File: src/rtl/ttt_turn_sequencer_if.sv
// Request/board/status bundle between the turn sequencer and the board datapath.
interface ttt_turn_sequencer_if;
  logic        play;
  logic        pc;
  logic [3:0]  player_position;
  logic [3:0]  computer_position;
  logic [17:0] board;
  logic [1:0]  who;
  logic [8:0]  wr_en;
  logic [1:0]  wr_code;
  logic [1:0]  turn;
  logic        illegal_move;
  logic        timeout;
  logic        game_over;
  logic        no_space;
  logic [3:0]  move_count;

  modport slave (
    input  play, pc, player_position, computer_position, board, who,
    output wr_en, wr_code, turn, illegal_move, timeout, game_over, no_space, move_count
  );

  modport master (
    output play, pc, player_position, computer_position, board, who,
    input  wr_en, wr_code, turn, illegal_move, timeout, game_over, no_space, move_count
  );
endinterface

File: src/rtl/ttt_turn_sequencer.sv
// Tic-tac-toe turn controller: validates moves, strobes board writes, tracks
// the player timeout and latches the end-of-game condition.
module ttt_turn_sequencer #(
  parameter int unsigned TIMEOUT_CYCLES = 1000,
  parameter int unsigned CNT_W          = 10,
  parameter bit          FIRST_MOVER    = 1'b0
) (
  input  logic               clock,
  input  logic               reset,
  ttt_turn_sequencer_if.slave bus
);

  localparam int unsigned CELLS     = 9;
  localparam logic [1:0] CODE_NONE   = 2'b00;
  localparam logic [1:0] CODE_PLAYER = 2'b01;
  localparam logic [1:0] CODE_PC     = 2'b10;
  localparam logic [3:0] MAX_MOVES   = 4'd9;

  typedef enum logic [2:0] {
    IDLE   = 3'd0,
    PLAYER = 3'd1,
    PC     = 3'd2,
    WRITE  = 3'd3,
    SETTLE = 3'd4,
    DONE   = 3'd5
  } state_t;

  state_t             state_q, state_d;
  logic [CNT_W-1:0]   timer_q, timer_d;
  logic [8:0]         wr_en_q, wr_en_d;
  logic [1:0]         wr_code_q, wr_code_d;
  logic [1:0]         turn_q, turn_d;
  logic               illegal_q, illegal_d;
  logic               timeout_q, timeout_d;
  logic               game_over_q, game_over_d;
  logic               no_space_q, no_space_d;
  logic [3:0]         move_count_q, move_count_d;
  logic               play_legal, pc_legal, timer_expired;

  // A request is legal only for cells 1..9 that are still empty.
  function automatic logic cell_legal(input logic [3:0] pos, input logic [17:0] b);
    logic ok;
    ok = 1'b0;
    for (int unsigned k = 1; k <= CELLS; k++) begin
      if (pos == 4'(k) && b[2*k-2 +: 2] == CODE_NONE) ok = 1'b1;
    end
    return ok;
  endfunction

  function automatic logic [8:0] cell_onehot(input logic [3:0] pos);
    logic [8:0] oh;
    oh = '0;
    for (int unsigned k = 1; k <= CELLS; k++) begin
      if (pos == 4'(k)) oh[k-1] = 1'b1;
    end
    return oh;
  endfunction

  assign play_legal    = cell_legal(bus.player_position, bus.board);
  assign pc_legal      = cell_legal(bus.computer_position, bus.board);
  assign timer_expired = (timer_q == CNT_W'(TIMEOUT_CYCLES - 1));

  // State and registered outputs.
  always_ff @(posedge clock or negedge reset) begin
    if (!reset) begin
      state_q      <= IDLE;
      timer_q      <= '0;
      wr_en_q      <= '0;
      wr_code_q    <= CODE_NONE;
      turn_q       <= CODE_NONE;
      illegal_q    <= 1'b0;
      timeout_q    <= 1'b0;
      game_over_q  <= 1'b0;
      no_space_q   <= 1'b0;
      move_count_q <= '0;
    end else begin
      state_q      <= state_d;
      timer_q      <= timer_d;
      wr_en_q      <= wr_en_d;
      wr_code_q    <= wr_code_d;
      turn_q       <= turn_d;
      illegal_q    <= illegal_d;
      timeout_q    <= timeout_d;
      game_over_q  <= game_over_d;
      no_space_q   <= no_space_d;
      move_count_q <= move_count_d;
    end
  end

  // Next-state selection.
  always_comb begin
    state_d = state_q;
    case (state_q)
      IDLE:    state_d = FIRST_MOVER ? PC : PLAYER;
      PLAYER: begin
        if (bus.play && play_legal) state_d = WRITE;
        else if (timer_expired)     state_d = PC;
      end
      PC:      if (bus.pc && pc_legal) state_d = WRITE;
      WRITE:   state_d = SETTLE;
      SETTLE: begin
        if (bus.who != CODE_NONE || move_count_q == MAX_MOVES) state_d = DONE;
        else if (wr_code_q == CODE_PLAYER)                     state_d = PC;
        else                                                   state_d = PLAYER;
      end
      DONE:    state_d = DONE;
      default: state_d = IDLE;
    endcase
  end

  // Next output values; they land in the registers alongside the state.
  always_comb begin
    wr_en_d      = '0;
    wr_code_d    = wr_code_q;
    turn_d       = CODE_NONE;
    illegal_d    = 1'b0;
    timeout_d    = 1'b0;
    game_over_d  = game_over_q;
    no_space_d   = no_space_q;
    move_count_d = move_count_q;
    timer_d      = '0;

    case (state_d)
      PLAYER:  turn_d = CODE_PLAYER;
      PC:      turn_d = CODE_PC;
      default: turn_d = CODE_NONE;
    endcase

    case (state_q)
      PLAYER: begin
        if (bus.play && play_legal) begin
          wr_en_d   = cell_onehot(bus.player_position);
          wr_code_d = CODE_PLAYER;
          if (move_count_q < MAX_MOVES) move_count_d = move_count_q + 4'd1;
        end else begin
          illegal_d = bus.play;
          timeout_d = timer_expired;
        end
        if (state_d == PLAYER) timer_d = timer_q + CNT_W'(1);
      end
      PC: begin
        if (bus.pc && pc_legal) begin
          wr_en_d   = cell_onehot(bus.computer_position);
          wr_code_d = CODE_PC;
          if (move_count_q < MAX_MOVES) move_count_d = move_count_q + 4'd1;
        end else begin
          illegal_d = bus.pc;
        end
      end
      SETTLE: begin
        if (bus.who != CODE_NONE)            game_over_d = 1'b1;
        else if (move_count_q == MAX_MOVES)  no_space_d  = 1'b1;
      end
      default: ;
    endcase
  end

  assign bus.wr_en        = wr_en_q;
  assign bus.wr_code      = wr_code_q;
  assign bus.turn         = turn_q;
  assign bus.illegal_move = illegal_q;
  assign bus.timeout      = timeout_q;
  assign bus.game_over    = game_over_q;
  assign bus.no_space     = no_space_q;
  assign bus.move_count   = move_count_q;

endmodule

File: src/flat_wrapper.sv
// flat-port wrapper written by rule: the top's interface ports become plain ports
module ttt_turn_sequencer_flat 
#(
  parameter int unsigned TIMEOUT_CYCLES = 1000,
  parameter int unsigned CNT_W          = 10,
  parameter bit          FIRST_MOVER    = 1'b0
)
  (clock, reset, bus_play, bus_pc, bus_player_position, bus_computer_position, bus_board, bus_who, bus_wr_en, bus_wr_code, bus_turn, bus_illegal_move, bus_timeout, bus_game_over, bus_no_space, bus_move_count);
  ttt_turn_sequencer_if bus_i ();
  input  logic clock;
  input  logic reset;
  input wire logic [$bits(bus_i.play)-1:0] bus_play;
  input wire logic [$bits(bus_i.pc)-1:0] bus_pc;
  input wire logic [$bits(bus_i.player_position)-1:0] bus_player_position;
  input wire logic [$bits(bus_i.computer_position)-1:0] bus_computer_position;
  input wire logic [$bits(bus_i.board)-1:0] bus_board;
  input wire logic [$bits(bus_i.who)-1:0] bus_who;
  output wire logic [$bits(bus_i.wr_en)-1:0] bus_wr_en;
  output wire logic [$bits(bus_i.wr_code)-1:0] bus_wr_code;
  output wire logic [$bits(bus_i.turn)-1:0] bus_turn;
  output wire logic [$bits(bus_i.illegal_move)-1:0] bus_illegal_move;
  output wire logic [$bits(bus_i.timeout)-1:0] bus_timeout;
  output wire logic [$bits(bus_i.game_over)-1:0] bus_game_over;
  output wire logic [$bits(bus_i.no_space)-1:0] bus_no_space;
  output wire logic [$bits(bus_i.move_count)-1:0] bus_move_count;
  assign bus_i.play = bus_play;
  assign bus_i.pc = bus_pc;
  assign bus_i.player_position = bus_player_position;
  assign bus_i.computer_position = bus_computer_position;
  assign bus_i.board = bus_board;
  assign bus_i.who = bus_who;
  assign bus_wr_en = bus_i.wr_en;
  assign bus_wr_code = bus_i.wr_code;
  assign bus_turn = bus_i.turn;
  assign bus_illegal_move = bus_i.illegal_move;
  assign bus_timeout = bus_i.timeout;
  assign bus_game_over = bus_i.game_over;
  assign bus_no_space = bus_i.no_space;
  assign bus_move_count = bus_i.move_count;
  ttt_turn_sequencer #(.TIMEOUT_CYCLES(TIMEOUT_CYCLES), .CNT_W(CNT_W), .FIRST_MOVER(FIRST_MOVER)) u_core (.clock(clock), .reset(reset), .bus(bus_i));
endmodule
File: config.mk
export PLATFORM = sky130hd
export DESIGN_NAME = ttt_turn_sequencer_flat
export DESIGN_NICKNAME = d
export VERILOG_FILES = /design/src/rtl/ttt_turn_sequencer_if.sv /design/src/rtl/ttt_turn_sequencer.sv /design/src/flat_wrapper.sv
export SDC_FILE = /design/constraint.sdc
export NUM_CORES = 1
export LEC_CHECK = 0
export ABC_CLOCK_PERIOD_IN_PS = 3100
export CORE_MARGIN = 2
export CORE_UTILIZATION = 52
export CTS_CLUSTER_SIZE = 25
export DETAILED_ROUTE_END_ITERATION = 10
export GPL_TIMING_DRIVEN = 1
export PLACE_DENSITY = 0.95
export SLEW_MARGIN = 20
export SYNTH_ARGS = -nofsm -noshare
export SYNTH_HDL_FRONTEND = slang
export SYNTH_SLANG_ARGS = --single-unit
File: constraint.sdc
create_clock -name clock -period 3.1 [get_ports clock]
set_clock_uncertainty 0.1 [all_clocks]
set_input_delay 0.775 -clock clock [delete_from_list [all_inputs] [get_ports clock]]
set_output_delay 0.775 -clock clock [all_outputs]
set_load 0.01 [all_outputs]
==> flow_summary.toml <==
[critical_path]
r2r-end = "u_core.timer_q[9]$_DFF_PN0_"
crit_path_max_incr_delay_ns = 0.56
arrival_ns = 3.05
cp-start-kind = "primary input"
r2r_slack_ns = 0.75
worstSetupPathType = "primary input to flip-flop"
crit_fanout = 8
end_kind = "flip-flop"
startpoint = "bus_computer_position[0]"
path_common_cell = "buf_4"
worstPathRequired_ns = 3.20
worstReg2RegStart = "u_core.state_q[1]$_DFF_PN0_"
rr_worst_depth = 6
crit_end = "u_core.bus.wr_en[0]$_DFF_PN0_"
cpMaxStageDelayCell = "clkdlybuf4s50_1"
crit_chain = "clkdlybuf4s50_1, nor4b_1, nor4_1, buf_4, o22ai_2, o21ai_2, buf_4, or3b_4, o22ai_1"

[sta]
layout_setup_ws_ns = 0.156
holdWs_ns = 0.368
period_needed_ns = 2.94
rsz0062_at_grt = "no"
period_share_pct = 95.0
max_freq_ghz = 0.340
slew_violations = 0
worst_pin_slew_ns = 0.590
relSlewSlack_pct = 60.3
hold_viol = 0
setup_viol = 0

[yosys]
synth_edf_count = 0
ys_warn_count = 0
yosysSeqAreaShare_pct = 43.2
syn_area_per_cell_um2 = 10.4
synth_fp_nets = 225
ys_types = 56
ys_async_sr_fraction_pct = 100
synth_area_mm2 = 0.00197
ys_ff_latch = 34
syn_inst = 189
synthFlopType = "dfrtp_1"

[power_and_ir_drop]
powerDensity_mw_per_mm2 = 539
ir_drop_mv = 0.454
p_leak_nw = 1.09
power.total_w = 0.00145

[drt]
viasPerCell = 5.65
drc = 0
wire_per_inst_um = 15.9
vias = 1696
wirelength_um = 4770
drtIter0Drc = 66
drtPass1Iterations = 4
drtAntennaViolNets = 0

[clock_tree]
htree_levels = 2
postCtsSetupBuffers = 0
cts_max_path_buffers = 2
cts_sinks = 34
numCtsBuffers = 5
post_cts_resize_count = 0
cts.hold.buffers_added = 0
clk_pin_slew_ns = 0.07
cts-root-buf = "clkbuf_8"
clock_latency_ns = 0.29
cts_tree = "done"

[floorplan]
io_pins = 53
core_area_mm2 = 0.00366
start_util_pct = 53.8
die_area_mm2 = 0.00429
die_w_um = 65.5
rows = 22
die_y_um = 65.5

[grt]
grtUsageTotal_pct = 24.1
grt_pass1_wl_um = 7820
antenna_found_initial = 0
grt_overflow = 0
grt_pass1_vias = 1702
grt_start_max_net_pins = 35

[placed_design]
dp.final_hpwl_um = 3660
place_ws_ns = -0.152
place_congestion = 0.846
io_buffers = 52

[min_path]
worstHoldPathType = "flip-flop to flip-flop"

[run]
maxCapViolCount = 0

[final_layout]
area_delta_synth_final_pct = 36.3
fin_nets = 287
diodes = 0
drive_gt1_share_pct = 17.9
postLayoutCoreUtil_pct = 73.3

[run_status]
status = "finished, final reports clean"
-- how the worst min path moves through the flow --
stage / startpoint / cells past startpoint / end / slack (ns)
2_1_floorplan: u_core.timer_q[0]$_DFF_PN0_ / 1 / u_core.timer_q[0]$_DFF_PN0_ / 0.33
3_3_place_gp: u_core.bus.game_over$_DFFE_PN0P_ / 1 / u_core.bus.game_over$_DFFE_PN0P_ / 0.35
3_5_place_dp: u_core.bus.game_over$_DFFE_PN0P_ / 1 / u_core.bus.game_over$_DFFE_PN0P_ / 0.35
4_1_cts: u_core.timer_q[0]$_DFF_PN0_ / 1 / u_core.timer_q[0]$_DFF_PN0_ / 0.37
5_1_grt: u_core.timer_q[0]$_DFF_PN0_ / 1 / u_core.timer_q[0]$_DFF_PN0_ / 0.39
6_report: u_core.timer_q[0]$_DFF_PN0_ / 1 / u_core.timer_q[0]$_DFF_PN0_ / 0.37
-- state kept, by name, summed over array words and instances, names as in the netlist --
signal,cells
u_core.bus.wr_code,2
u_core.bus.move_count,4
u_core.bus.game_over,1
u_core.bus.wr_en,9
u_core.bus.no_space,1
u_core.bus.turn,2
u_core.bus.timeout,1
u_core.timer_q,10
u_core.bus.illegal_move,1
u_core.state_q,3
-- report_power, final --
group,total [W],internal (W),switching [W]
Combinational,0.000450,0.000231,0.000219
Sequential,0.000588,0.000511,0.0000767
Clock,0.000408,0.000239,0.000169
Total,0.00145,0.000981,0.000465
-- cell usage in the layout (no fill, tap or decap), types with 4 or more instances in the layout --
cell type,Yosys,routed
o22ai_1,7,7
nand3_1,7,7
nor3_1,4,4
or3_1,4,4
nor2_2,10,10
nand2b_1,4,4
dfrtp_1,34,34
nor3b_1,5,5
inv_1,6,6
nor4_1,6,5
o21ai_0,4,4
clkdlybuf4s50_1,0,52
nand2_1,9,9
xor2_1,4,4
buf_4,1,10
ha_1,4,4
xnor2_1,6,6
clkbuf_8,0,5
nor2b_1,5,5
nor2_1,11,11
-- layout make-up --
cell class | count | area (um2)
Inverter | 6 | 22.5
Sequential cell | 34 | 851
Clock buffer | 5 | 68.8
Multi-Input combinational cell | 142 | 1040
Clock inverter | 3 | 45.0
Timing Repair Buffer | 62 | 596
Fill cell | 248 | 978
Tap cell | 48 | 60.1
-- per-layer routing --
layer / global-route usage (%) / share of wire (%)
met1: 28.7 / 42
met2: 43.2 / 53
met3: 5.31 / 4.4
met4: 7.29 / 1.3
met5: 0 / 0
-- kinds of logic (layout without fill, tap and decap cells) --
family / count (synthesis) / count (layout) / synth area share, %
adders and majority gates: 4 / 4 / 2.54
DFF: 34 / 34 / 43.2
AOI/OAI and AO/OA: 32 / 32 / 13.4
xor gates and xnor gates: 10 / 10 / 4.45
muxes: 2 / 2 / 1.08
and+or+nand+nor: 94 / 94 / 31.0
buffers and inverters: 13 / 76 / 4.26
-- Yosys cell counts, types with 2 or more instances --
cell type | n | area (um2)
or2_2 | 3 | 18.8
dfrtp_1 | 34 | 851
ha_1 | 4 | 50.1
nand3_1 | 7 | 35.0
xor2_1 | 4 | 35.0
nand3b_1 | 2 | 15.0
nor4b_1 | 3 | 26.3
buf_6 | 4 | 45.0
nor2_1 | 11 | 41.3
and3_1 | 2 | 12.5
nor4b_2 | 2 | 30.0
or2b_1 | 2 | 15.0
nand2_1 | 9 | 33.8
or3_1 | 4 | 25.0
nor3_1 | 4 | 20.0
nor4bb_1 | 3 | 30.0
xnor2_1 | 6 | 52.6
o22ai_1 | 7 | 43.8
nor3b_1 | 5 | 37.5
nand4_1 | 2 | 12.5
or3b_1 | 3 | 26.3
a21boi_0 | 2 | 15.0
nor4_1 | 6 | 37.5
nor2b_1 | 5 | 31.3
inv_1 | 6 | 22.5
o21bai_1 | 2 | 15.0
nand2b_1 | 4 | 25.0
a21oi_1 | 3 | 15.0
nor2_2 | 10 | 62.6
o21ai_0 | 4 | 20.0
-- critical path: cells and delay by family --
kind | cells | cell delay [ns]
compound gates | 3 | 0.52
simple gates | 3 | 0.88
buf+inv | 3 | 0.88
-- per-stage QoR --
step / cells / area (um2) / TNS (ns)
finish: 300 / 2680 / 0
floorplan: 189 / 1970 / 0
detailed placement: 292 / 2560 / -1.58
CTS: 300 / 2680 / 0
global route: 300 / 2680 / 0
global placement: 292 / 2560 / -0.0236
No activity file was read; power rests on OpenSTA's default activity.
